--- config.mk ---
export PLATFORM = sky130hd
export DESIGN_NAME = cordic_gain_comp_flat
export DESIGN_NICKNAME = d
export VERILOG_FILES = /design/src/rtl/cordic_gain_comp_pkg.sv /design/src/rtl/cordic_gain_comp_if.sv /design/src/rtl/cordic_gain_comp_fixed_scale_sat.sv /design/src/rtl/cordic_gain_comp.sv /design/src/flat_wrapper.sv
export SDC_FILE = /design/constraint.sdc
export NUM_CORES = 1
export LEC_CHECK = 0
export BUFFER_PORTS_ARGS = -buffer_cell sky130_fd_sc_hd__buf_2
export CORE_ASPECT_RATIO = 1.2
export CORE_MARGIN = 5
export CORE_UTILIZATION = 53
export DETAILED_ROUTE_END_ITERATION = 12
export PLACE_DENSITY_LB_ADDON = 0.15
export SETUP_SLACK_MARGIN = 0.2
export SKIP_CTS_REPAIR_TIMING = 1
export SYNTH_ARGS = -nofsm -noshare
export SYNTH_HDL_FRONTEND = slang
export SYNTH_SLANG_ARGS = --single-unit
--- constraint.sdc ---
create_clock -name clk -period 5.7 [get_ports clk]
set_clock_uncertainty 0.1 [all_clocks]
set_input_delay 0.57 -clock clk [delete_from_list [all_inputs] [get_ports clk]]
set_output_delay 0.57 -clock clk [all_outputs]
set_load 0.02 [all_outputs]
--- src/rtl/cordic_gain_comp_pkg.sv ---
`default_nettype none
// ============================================================================
// Module   : cordic_pkg
// Purpose  : Shared encodings, FSM states and gain constants for the CORDIC
//            gain-compensation stage.
// Revision : 1.0
// ============================================================================
package cordic_pkg;

    localparam logic [1:0] CS_CIRCULAR   = 2'b00;
    localparam logic [1:0] CS_LINEAR     = 2'b01;
    localparam logic [1:0] CS_HYPERBOLIC = 2'b10;
    localparam logic [1:0] CS_RESERVED   = 2'b11;

    typedef enum logic [1:0] {
        IDLE    = 2'd0,
        SCALE_X = 2'd1,
        SCALE_Y = 2'd2,
        OUT     = 2'd3
    } state_t;

    // 1/K and 1/K' held at Q30 so any narrower fraction can be rounded from them
    localparam int          C_GAIN_Q       = 30;
    localparam logic [63:0] C_INV_K_CIRC   = 64'd652032875;
    localparam logic [63:0] C_INV_K_HYP    = 64'd1296540104;
    localparam logic [63:0] C_UNITY        = 64'd1073741824;

    // Valid for 1 <= dec_bits <= 29; result is round-to-nearest of the gain.
    function automatic logic [31:0] gain_const(input logic [1:0] cs, input int dec_bits);
        logic [63:0] q;
        logic [63:0] r;
        case (cs)
            CS_CIRCULAR:   q = C_INV_K_CIRC;
            CS_HYPERBOLIC: q = C_INV_K_HYP;
            default:       q = C_UNITY;
        endcase
        r = (q + (64'd1 << (C_GAIN_Q - 1 - dec_bits))) >> (C_GAIN_Q - dec_bits);
        return r[31:0];
    endfunction

endpackage
`default_nettype wire

--- src/rtl/cordic_gain_comp_if.sv ---
`default_nettype none
// ============================================================================
// Module   : cordic_gain_comp_if
// Purpose  : Core-result input and compensated-result output handshakes.
// Revision : 1.0
// ============================================================================
interface cordic_gain_comp_if #(
    parameter int BIT_WIDTH = 8
);
    logic                 in_valid;
    logic                 in_ready;
    logic [BIT_WIDTH-1:0] x_in;
    logic [BIT_WIDTH-1:0] y_in;
    logic [BIT_WIDTH-1:0] z_in;
    logic [1:0]           coordinate_system_in;
    logic                 out_valid;
    logic                 out_ready;
    logic [BIT_WIDTH-1:0] x_out;
    logic [BIT_WIDTH-1:0] y_out;
    logic [BIT_WIDTH-1:0] z_out;
    logic                 sat_flag;

    modport master (
        output in_valid, x_in, y_in, z_in, coordinate_system_in, out_ready,
        input  in_ready, out_valid, x_out, y_out, z_out, sat_flag
    );

    modport slave (
        input  in_valid, x_in, y_in, z_in, coordinate_system_in, out_ready,
        output in_ready, out_valid, x_out, y_out, z_out, sat_flag
    );
endinterface
`default_nettype wire

--- src/rtl/cordic_gain_comp_fixed_scale_sat.sv ---
`default_nettype none
// ============================================================================
// Module   : fixed_scale_sat
// Purpose  : Signed x unsigned fixed-point multiply, round-half-up, saturate.
// Revision : 1.0
// ============================================================================
module fixed_scale_sat #(
    parameter int BIT_WIDTH         = 8,
    parameter int DECIMAL_BIT_WIDTH = 5,
    parameter int GAIN_WIDTH        = 7
) (
    input  wire logic [BIT_WIDTH-1:0]  value,
    input  wire logic [GAIN_WIDTH-1:0] gain,
    output logic      [BIT_WIDTH-1:0]  scaled,
    output logic                       sat
);
    localparam int PW = 2 * BIT_WIDTH;
    localparam logic signed [PW-1:0] C_ROUND = PW'(64'd1 << (DECIMAL_BIT_WIDTH - 1));
    localparam logic signed [PW-1:0] C_MAX   = PW'((64'd1 << (BIT_WIDTH - 1)) - 64'd1);
    localparam logic signed [PW-1:0] C_MIN   = ~C_MAX;

    logic signed [PW-1:0] w_value_ext;
    logic signed [PW-1:0] w_gain_ext;
    logic signed [PW-1:0] w_prod;
    logic signed [PW-1:0] w_round;

    assign w_value_ext = {{BIT_WIDTH{value[BIT_WIDTH-1]}}, value};
    assign w_gain_ext  = {{(PW-GAIN_WIDTH){1'b0}}, gain};
    assign w_prod      = w_value_ext * w_gain_ext;
    assign w_round     = (w_prod + C_ROUND) >>> DECIMAL_BIT_WIDTH;

    always_comb begin
        sat    = 1'b0;
        scaled = w_round[BIT_WIDTH-1:0];
        if (w_round > C_MAX) begin
            sat    = 1'b1;
            scaled = C_MAX[BIT_WIDTH-1:0];
        end else if (w_round < C_MIN) begin
            sat    = 1'b1;
            scaled = C_MIN[BIT_WIDTH-1:0];
        end
    end
endmodule
`default_nettype wire

--- src/rtl/cordic_gain_comp.sv ---
`default_nettype none
// ============================================================================
// Module   : cordic_gain_comp
// Purpose  : Removes CORDIC gain from x/y with one time-shared multiplier.
// Revision : 1.0
// ============================================================================
module cordic_gain_comp
    import cordic_pkg::*;
#(
    parameter int WHOLE_BIT_WIDTH   = 3,
    parameter int DECIMAL_BIT_WIDTH = 5,
    parameter int BIT_WIDTH         = WHOLE_BIT_WIDTH + DECIMAL_BIT_WIDTH
) (
    input wire logic           clk,
    input wire logic           rst,
    cordic_gain_comp_if.slave  bus
);
    // Largest gain (~1.21) needs one integer bit plus headroom
    localparam int GAIN_WIDTH = DECIMAL_BIT_WIDTH + 2;

    state_t                 r_state;
    state_t                 w_next_state;
    logic                   w_in_ready;
    logic                   w_out_valid;

    logic [BIT_WIDTH-1:0]   r_x;
    logic [BIT_WIDTH-1:0]   r_y;
    logic [BIT_WIDTH-1:0]   r_z;
    logic [1:0]             r_cs;
    logic [BIT_WIDTH-1:0]   r_x_out;
    logic [BIT_WIDTH-1:0]   r_y_out;
    logic [BIT_WIDTH-1:0]   r_z_out;
    logic                   r_sat;

    logic [BIT_WIDTH-1:0]   w_operand;
    logic [GAIN_WIDTH-1:0]  w_gain;
    logic [BIT_WIDTH-1:0]   w_scaled;
    logic                   w_sat;

    always_ff @(posedge clk or negedge rst) begin
        if (!rst) begin
            r_state <= IDLE;
        end else begin
            r_state <= w_next_state;
        end
    end

    always_comb begin
        w_next_state = r_state;
        w_in_ready   = 1'b0;
        w_out_valid  = 1'b0;
        case (r_state)
            IDLE: begin
                w_in_ready = 1'b1;
                if (bus.in_valid) begin
                    w_next_state = SCALE_X;
                end
            end
            SCALE_X: w_next_state = SCALE_Y;
            SCALE_Y: w_next_state = OUT;
            OUT: begin
                w_out_valid = 1'b1;
                if (bus.out_ready) begin
                    w_next_state = IDLE;
                end
            end
            default: w_next_state = IDLE;
        endcase
    end

    assign w_operand = (r_state == SCALE_Y) ? r_y : r_x;
    assign w_gain    = GAIN_WIDTH'(gain_const(r_cs, DECIMAL_BIT_WIDTH));

    fixed_scale_sat #(
        .BIT_WIDTH         (BIT_WIDTH),
        .DECIMAL_BIT_WIDTH (DECIMAL_BIT_WIDTH),
        .GAIN_WIDTH        (GAIN_WIDTH)
    ) u_scale (
        .value  (w_operand),
        .gain   (w_gain),
        .scaled (w_scaled),
        .sat    (w_sat)
    );

    always_ff @(posedge clk or negedge rst) begin
        if (!rst) begin
            r_x     <= '0;
            r_y     <= '0;
            r_z     <= '0;
            r_cs    <= '0;
            r_x_out <= '0;
            r_y_out <= '0;
            r_z_out <= '0;
            r_sat   <= 1'b0;
        end else begin
            case (r_state)
                IDLE: begin
                    if (bus.in_valid) begin
                        r_x   <= bus.x_in;
                        r_y   <= bus.y_in;
                        r_z   <= bus.z_in;
                        r_cs  <= bus.coordinate_system_in;
                        r_sat <= 1'b0;
                    end
                end
                SCALE_X: begin
                    r_x_out <= w_scaled;
                    r_sat   <= w_sat;
                end
                SCALE_Y: begin
                    r_y_out <= w_scaled;
                    r_sat   <= r_sat | w_sat;
                    r_z_out <= r_z;
                end
                default: ;
            endcase
        end
    end

    // Ready is withheld while reset is held so nothing is offered mid-reset
    assign bus.in_ready  = w_in_ready & rst;
    assign bus.out_valid = w_out_valid;
    assign bus.x_out     = r_x_out;
    assign bus.y_out     = r_y_out;
    assign bus.z_out     = r_z_out;
    assign bus.sat_flag  = r_sat;
endmodule
`default_nettype wire

--- src/flat_wrapper.sv ---
// flat-port wrapper written by rule: the top's interface ports become plain ports
module cordic_gain_comp_flat import cordic_pkg::*;
#(
    parameter int WHOLE_BIT_WIDTH   = 3,
    parameter int DECIMAL_BIT_WIDTH = 5,
    parameter int BIT_WIDTH         = WHOLE_BIT_WIDTH + DECIMAL_BIT_WIDTH
)
  (clk, rst, bus_in_valid, bus_x_in, bus_y_in, bus_z_in, bus_coordinate_system_in, bus_out_ready, bus_in_ready, bus_out_valid, bus_x_out, bus_y_out, bus_z_out, bus_sat_flag);
  cordic_gain_comp_if #(.BIT_WIDTH(BIT_WIDTH)) bus_i ();
  input wire logic clk;
  input wire logic rst;
  input wire logic [$bits(bus_i.in_valid)-1:0] bus_in_valid;
  input wire logic [$bits(bus_i.x_in)-1:0] bus_x_in;
  input wire logic [$bits(bus_i.y_in)-1:0] bus_y_in;
  input wire logic [$bits(bus_i.z_in)-1:0] bus_z_in;
  input wire logic [$bits(bus_i.coordinate_system_in)-1:0] bus_coordinate_system_in;
  input wire logic [$bits(bus_i.out_ready)-1:0] bus_out_ready;
  output wire logic [$bits(bus_i.in_ready)-1:0] bus_in_ready;
  output wire logic [$bits(bus_i.out_valid)-1:0] bus_out_valid;
  output wire logic [$bits(bus_i.x_out)-1:0] bus_x_out;
  output wire logic [$bits(bus_i.y_out)-1:0] bus_y_out;
  output wire logic [$bits(bus_i.z_out)-1:0] bus_z_out;
  output wire logic [$bits(bus_i.sat_flag)-1:0] bus_sat_flag;
  assign bus_i.in_valid = bus_in_valid;
  assign bus_i.x_in = bus_x_in;
  assign bus_i.y_in = bus_y_in;
  assign bus_i.z_in = bus_z_in;
  assign bus_i.coordinate_system_in = bus_coordinate_system_in;
  assign bus_i.out_ready = bus_out_ready;
  assign bus_in_ready = bus_i.in_ready;
  assign bus_out_valid = bus_i.out_valid;
  assign bus_x_out = bus_i.x_out;
  assign bus_y_out = bus_i.y_out;
  assign bus_z_out = bus_i.z_out;
  assign bus_sat_flag = bus_i.sat_flag;
  cordic_gain_comp #(.WHOLE_BIT_WIDTH(WHOLE_BIT_WIDTH), .DECIMAL_BIT_WIDTH(DECIMAL_BIT_WIDTH), .BIT_WIDTH(BIT_WIDTH)) u_core (.clk(clk), .rst(rst), .bus(bus_i));
endmodule
# Word level (Yosys, flattened, before mapping)
# Cells that the tools add are included.
word_totals:
  register_bits: 53
  inputBits: 30
  out_inout_bits: 27
  word_cells: 41
op_classes:
  n_addsub: 2
  multipliers: 1
  order_cmp: 2
  n_eq_ne: 6
  muxes: 13
  bitwise_logic: 2
  reduce_logical: 6
ops:
  columns: ["cell", "n"]
  rows:
  - ["31-bit case mux with 2 select lines", 1]
  - ["31-bit by 25-bit adder with 32-bit output, second input constant", 1]
  - ["8-bit 2-to-1 mux", 3]
  - ["16-bit by 6-bit adder with 16-bit output, second input constant", 1]
  - ["8-bit by 8-bit multiplier with 16-bit output", 1]
  - ["11-bit by 8-bit > comparator with 1-bit output, second input constant", 1]
  - ["11-bit by 8-bit < comparator with 1-bit output, second input constant", 1]
  - ["2-bit case mux with 4 select lines", 1]
  - ["2-bit equality test, second input constant", 3]
  - ["2-bit AND reduction", 3]
  - ["1-bit 2-to-1 mux", 5]
  - ["2-bit zero test", 2]
  - ["2-bit 2-to-1 mux", 2]
  - ["2-bit inequality test, second input constant", 2]
  - ["1-bit case mux with 3 select lines", 1]
  - ["3-bit nonzero test", 1]
  - ["2-bit by 1-bit equality test with 1-bit output, second input constant", 1]
  - ["1-bit AND", 1]
  - ["1-bit bitwise OR", 1]

# Logic depth before layout (Yosys ltp)
depth:
  depth_word: 10
  mapped_depth: 24
  mapped_depth_nobuf: 22

# Hierarchy
# Synthesis repeated with hierarchy kept, for this count alone.
hier_totals:
  cells_unflattened: 429
  area_unflattened_um2: 4812.1
modules_own_cells:
  columns: ["module", "instances", "cells_per_inst", "area_each_um2"]
  rows:
  - ["fixed_scale_sat", 1, 283, 2498.6]
  - ["cordic_gain_comp", 1, 146, 2313.5]

# Worst setup path after synthesis
# No wires, ideal clock.
synth_timing:
  path_kind: "register to register"
  from: "reg u_core.r_state[0]"
  to: "reg u_core.r_x_out[0] (netlist: u_core.bus.x_out[0])"
  setup_time_ns: 0.125
  t_arrival_ns: 5.557
  required_time_ns: 5.475
  path_slack_ns: -0.081
  stages_incl_launch_ff: 24
  synth_period_minus_slack_ns: 5.781
  cell_sequence: "dfrtp_1 > inv_1 > ha_1 > buf_4 > buf_1 > mux2_2 > nand2_1 > inv_1 > ha_1 > fa_1 > inv_1 > fa_1 > inv_1 > fa_1 > inv_1 > fa_1 > nand2b_1 > a21boi_1 > o211ai_1 > o211a_2 > o41ai_4 > a21oi_2 > o21a_1 > mux2_2"
synth_via:
  elab_chain_cells: 7
  word_cells_on_any_way: 9
  cone_classes: "1 x add/sub; 1 x mul; 2 x order compare; 2 x eq/ne; 3 x mux"
synth_lines:
  columns: ["item", "line_no", "rtl"]
  rows:
  - ["start: declaration", "cordic_gain_comp.sv:21", "state_t r_state;"]
  - ["start signal: assignment", "cordic_gain_comp.sv:44", "r_state <= w_next_state;"]
  - ["2-bit equality test", "cordic_gain_comp.sv:71", "assign w_operand = (r_state == SCALE_Y) ? r_y : r_x;"]
  - ["8-bit 2-to-1 mux", "cordic_gain_comp.sv:71", null]
  - ["8-bit by 8-bit multiplier with 16-bit output", "cordic_gain_comp_fixed_scale_sat.sv:29", "assign w_prod = w_value_ext * w_gain_ext;"]
  - ["16-bit by 6-bit adder with 16-bit output", "cordic_gain_comp_fixed_scale_sat.sv:30", "assign w_round = (w_prod + C_ROUND) >>> DECIMAL_BIT_WIDTH;"]
  - ["11-bit by 8-bit < comparator with 1-bit output", "cordic_gain_comp_fixed_scale_sat.sv:38", "end else if (w_round < C_MIN) begin"]
  - ["8-bit 2-to-1 mux", "cordic_gain_comp_fixed_scale_sat.sv:38", null]
  - ["8-bit 2-to-1 mux", "cordic_gain_comp_fixed_scale_sat.sv:35", "if (w_round > C_MAX) begin"]
  - ["end signal: assignment", "cordic_gain_comp.sv:107", "r_x_out <= w_scaled;"]
  - ["end: declaration", "cordic_gain_comp.sv:30", "logic [BIT_WIDTH-1:0] r_x_out;"]
# Several ways; a longest one is shown, not always the timed one.
# A chain may end at the register's enable or synchronous reset.

# Final worst setup path
layout_timing:
  from: "reg u_core.r_state[1]"
  to: "reg u_core.r_y_out[0] (netlist: u_core.bus.y_out[0])"
layout_via:
  elab_chain_cells: 7
  word_cells_on_any_way: 8
  cone_classes: "1 x add/sub; 1 x mul; 2 x order compare; 1 x eq/ne; 3 x mux"
layout_lines:
  columns: ["item", "line_no", "rtl"]
  rows:
  - ["2-bit equality test *", "cordic_gain_comp.sv:71, cordic_gain_comp.sv:96", null]
  - ["8-bit 2-to-1 mux", "cordic_gain_comp.sv:71", null]
  - ["8-bit by 8-bit multiplier with 16-bit output", "cordic_gain_comp_fixed_scale_sat.sv:29", null]
  - ["16-bit by 6-bit adder with 16-bit output", "cordic_gain_comp_fixed_scale_sat.sv:30", null]
  - ["11-bit by 8-bit < comparator with 1-bit output", "cordic_gain_comp_fixed_scale_sat.sv:38", null]
  - ["8-bit 2-to-1 mux", "cordic_gain_comp_fixed_scale_sat.sv:38", null]
  - ["8-bit 2-to-1 mux", "cordic_gain_comp_fixed_scale_sat.sv:35", null]
  - ["end signal: assignment", "cordic_gain_comp.sv:111", "r_y_out <= w_scaled;"]
  - ["end: declaration", "cordic_gain_comp.sv:31", "logic [BIT_WIDTH-1:0] r_y_out;"]
# Mark *: on every way between the ends. The rest lies on a longest branch, timed or not.

==> metrics.md <==
| Metric | Value |
|---|---|
| Endpoints failing setup | `0` |
| Routed Antenna Nets | `0` |
| Worst r2r src | `u_core.r_state[1]` |
| Number of I/O port buffers | `56` |
| GR peak layer | `met2` |
| Rel. slew slack | `0.282` |
| Yosys reg bits | `53` |
| GR Layer Usage met1 | `0.240` |
| Congestion Overflow GR | `0` |
| H-Tree Depth | `2` |
| First-pass GRT wire length | `about 15000 µm` |
| Synth warn | `0` |
| Crit path buf inv count | `4` |
| TNS Setup | `0 ns` |
| HPWL Detailed | `6990 µm` |
| Routed WL per cell | `15.2 µm` |
| Initial antenna violation count | `0` |
| Syn Nets | `530` |
| CTS tree | `yes` |
| M3 GR Usage | `0.0297` |
| Crit end category | `register` |
| Slew of the pin with the lowest slew margin | `1.07 ns` |
| Tot GR Track Use | `0.181` |
| Max Root-Sink Buffers | `2` |
| DR vias | `between 3000 and 4000` |
| R2R setup slack | `0.27 ns` |
| Cells along the critical path | `ha_4 -> buf_12 -> mux2i_4 -> buf_6 -> nor3_4 -> fa_2 -> buf_4 -> xnor2_2 -> fa_2 -> fa_1 -> inv_1 -> ha_4 -> or4_4 -> o211ai_2 -> a31oi_2 -> o211a_4 -> o41ai_4 -> a21oi_4 -> o21a_1 -> mux2_4` |
| Die area | `10100 µm²` |
| Max Cap Viol | `0` |
| Distinct cells, synth | `45` |
| Worst setup startpoint | `u_core.r_state[1]` |
| Nets | `617` |
| Seq/Total Area, Yosys | `0.307` |
| DP Area | `4870 µm²` |
| CTS buffer count | `5` |
| Met2 usage | `0.317` |
| RSZ-0062 raised after global routing | `yes` |
| Die W | `just over 90 µm` |
| Syn avg cell area | `between 10 and 15 µm²` |
| Slowest cell on crit path | `or4_4` |
| Reg2Reg Capture Point | `u_core.bus.y_out[0]` |
| Worst-path maximum fanout | `7` |
| Mapped Area | `4310 µm²` |
| Die Span Y | `~110 µm` |
| TritonCTS Sinks | `53` |
| Number of global-route vias before repair | `3274` |
| Ant. Diodes | `0` |
| Setup crit start kind | `register` |
| Crit path DAT | `5.52 ns` |
| Fin crit period | `5.43 ns` |
| Number of flops mapped to enable cells by yosys | `0` |
| Initial DRT Pass Iterations | `4` |
| Top delay family on crit path | `adder cells` |
| Layout area overhead | `25.4%` |
| Final WL | `about 9000 µm` |
| Peak Freq | `184 MHz` |
| Outcome | `complete, no violations` |
| Core box area | `8020 µm²` |
| Initial Util | `0.538` |
| Worst r2r path cells | `20` |
| Critical path required time | `5.79 ns` |
| Final worst-path cycle share | `0.952` |
| Final hold vios | `0` |
| Rows | `36` |
| Layout cells sized above 1 | `0.400` |
| DRC | `0` |
| CP max stage delay | `0.51 ns` |
| Design Area, Final | `5410 µm²` |
| IO Pins | `57` |
| Main flop type after synthesis | `dfrtp_1` |
| Clock Latency Late Sink | `0.30 ns` |
| Cells after Synth | `between 400 and 500` |
| GPL Wtd Cong | `0.864` |
| Setup CP Type | `register to register` |
| Starting DRT DRC Count | `139` |
| Clock-pin slew on the worst setup and hold paths | `0.10 ns` |
| Hold crit path type | `input port to async pin` |
| Root buf cell | `clkbuf_8` |
| Largest net degree at the start of global routing | `55` |
| Slew Limit Fails | `0` |
| Via density | `roughly 5.4` |
| Synth async-reset ratio | `1.00` |
## per-layer routing
metal  part of all wire  wire (µm)
met2               0.52       4820
met5                  0          0
met3              0.032        298
met1               0.44       4040
met4              0.012        111
## state kept, by name (all words and copies together) (netlist names)
name / cells
u_core.r_x: 8
u_core.bus.x_out: 8
u_core.bus.sat_flag: 1
u_core.r_cs: 2
u_core.r_state: 2
u_core.r_z: 8
u_core.bus.z_out: 8
u_core.bus.y_out: 8
u_core.r_y: 8
## through the flow
stage          hold slack (ns)   util  worst slack, ns  std cells
6_report                 0.273  0.675            0.275        610
5_1_grt                  0.327  0.675           0.0980        610
4_1_cts                  0.299  0.620          -0.0471        600
3_5_place_dp             0.390  0.608         -0.00280        592
3_3_place_gp             0.381  0.608            0.184        592
2_1_floorplan            0.174      -            0.204        427
## synth_stat cells (2+ instances only)
cell	count	area [µm²]
inv_1	69	259
dfrtp_1	53	1330
ha_1	42	526
mux2_2	41	462
nor2_1	33	124
fa_1	31	621
a21oi_1	27	135
nand2_1	20	75.1
and2_1	12	75.1
nor3_1	10	50.1
nor2b_1	8	50.1
o21ai_0	7	35.0
xnor2_1	7	61.3
clkbuf_1	6	22.5
nand2b_1	6	37.5
mux2i_1	5	50.1
o211ai_1	5	37.5
a21o_1	4	30.0
a31oi_1	4	25.0
o21a_1	4	30.0
buf_1	3	11.3
nand3_1	3	15.0
buf_4	2	15.0
o31ai_1	2	15.0
or4_1	2	15.0
xor2_1	2	17.5
## area by class of cell
type	count	area (µm²)
Clock buffer	6	82.6
Fill cell	604	2610
Timing Repair Buffer	92	584
Tap cell	95	119
Inverter	69	264
Clock inverter	2	13.8
Multi-Input combinational cell	293	3020
Sequential cell	53	1330
## how the worst max path moves through the flow
stage                     slack (ns)             endpoint  cells past startpoint
final                           0.27  u_core.bus.y_out[0]                     20
after global routing             0.1  u_core.bus.y_out[0]                     23
after CTS                      -0.05  u_core.bus.y_out[0]                     22
after detailed placement      -0.003  u_core.bus.x_out[0]                     22
after global placement          0.18  u_core.bus.y_out[0]                     22
after floorplan                 0.20  u_core.bus.x_out[0]                     22
## logic make-up after synthesis
group,after synthesis,synth area share
xor gates and xnor gates,9,0.0183
AOI/OAI and AO/OA,65,0.0998
DFF,53,0.307
and+or+nand+nor,99,0.111
adders and majority gates,73,0.266
muxes,47,0.124
buffers and inverters,81,0.0740
## cells in the final DEF, fill, tap and decap left out, drive strengths merged, types with 10 or more instances in the layout
cell type	count
a21oi	28
and2	12
buf	91
dfrtp	53
fa	31
ha	42
inv	69
mux2	41
nand2	20
nor2	33
nor3	10
Power is left out: the tool's default activity adds up to more than one toggle a clock period on the data nets, which glitch-free logic cannot reach.
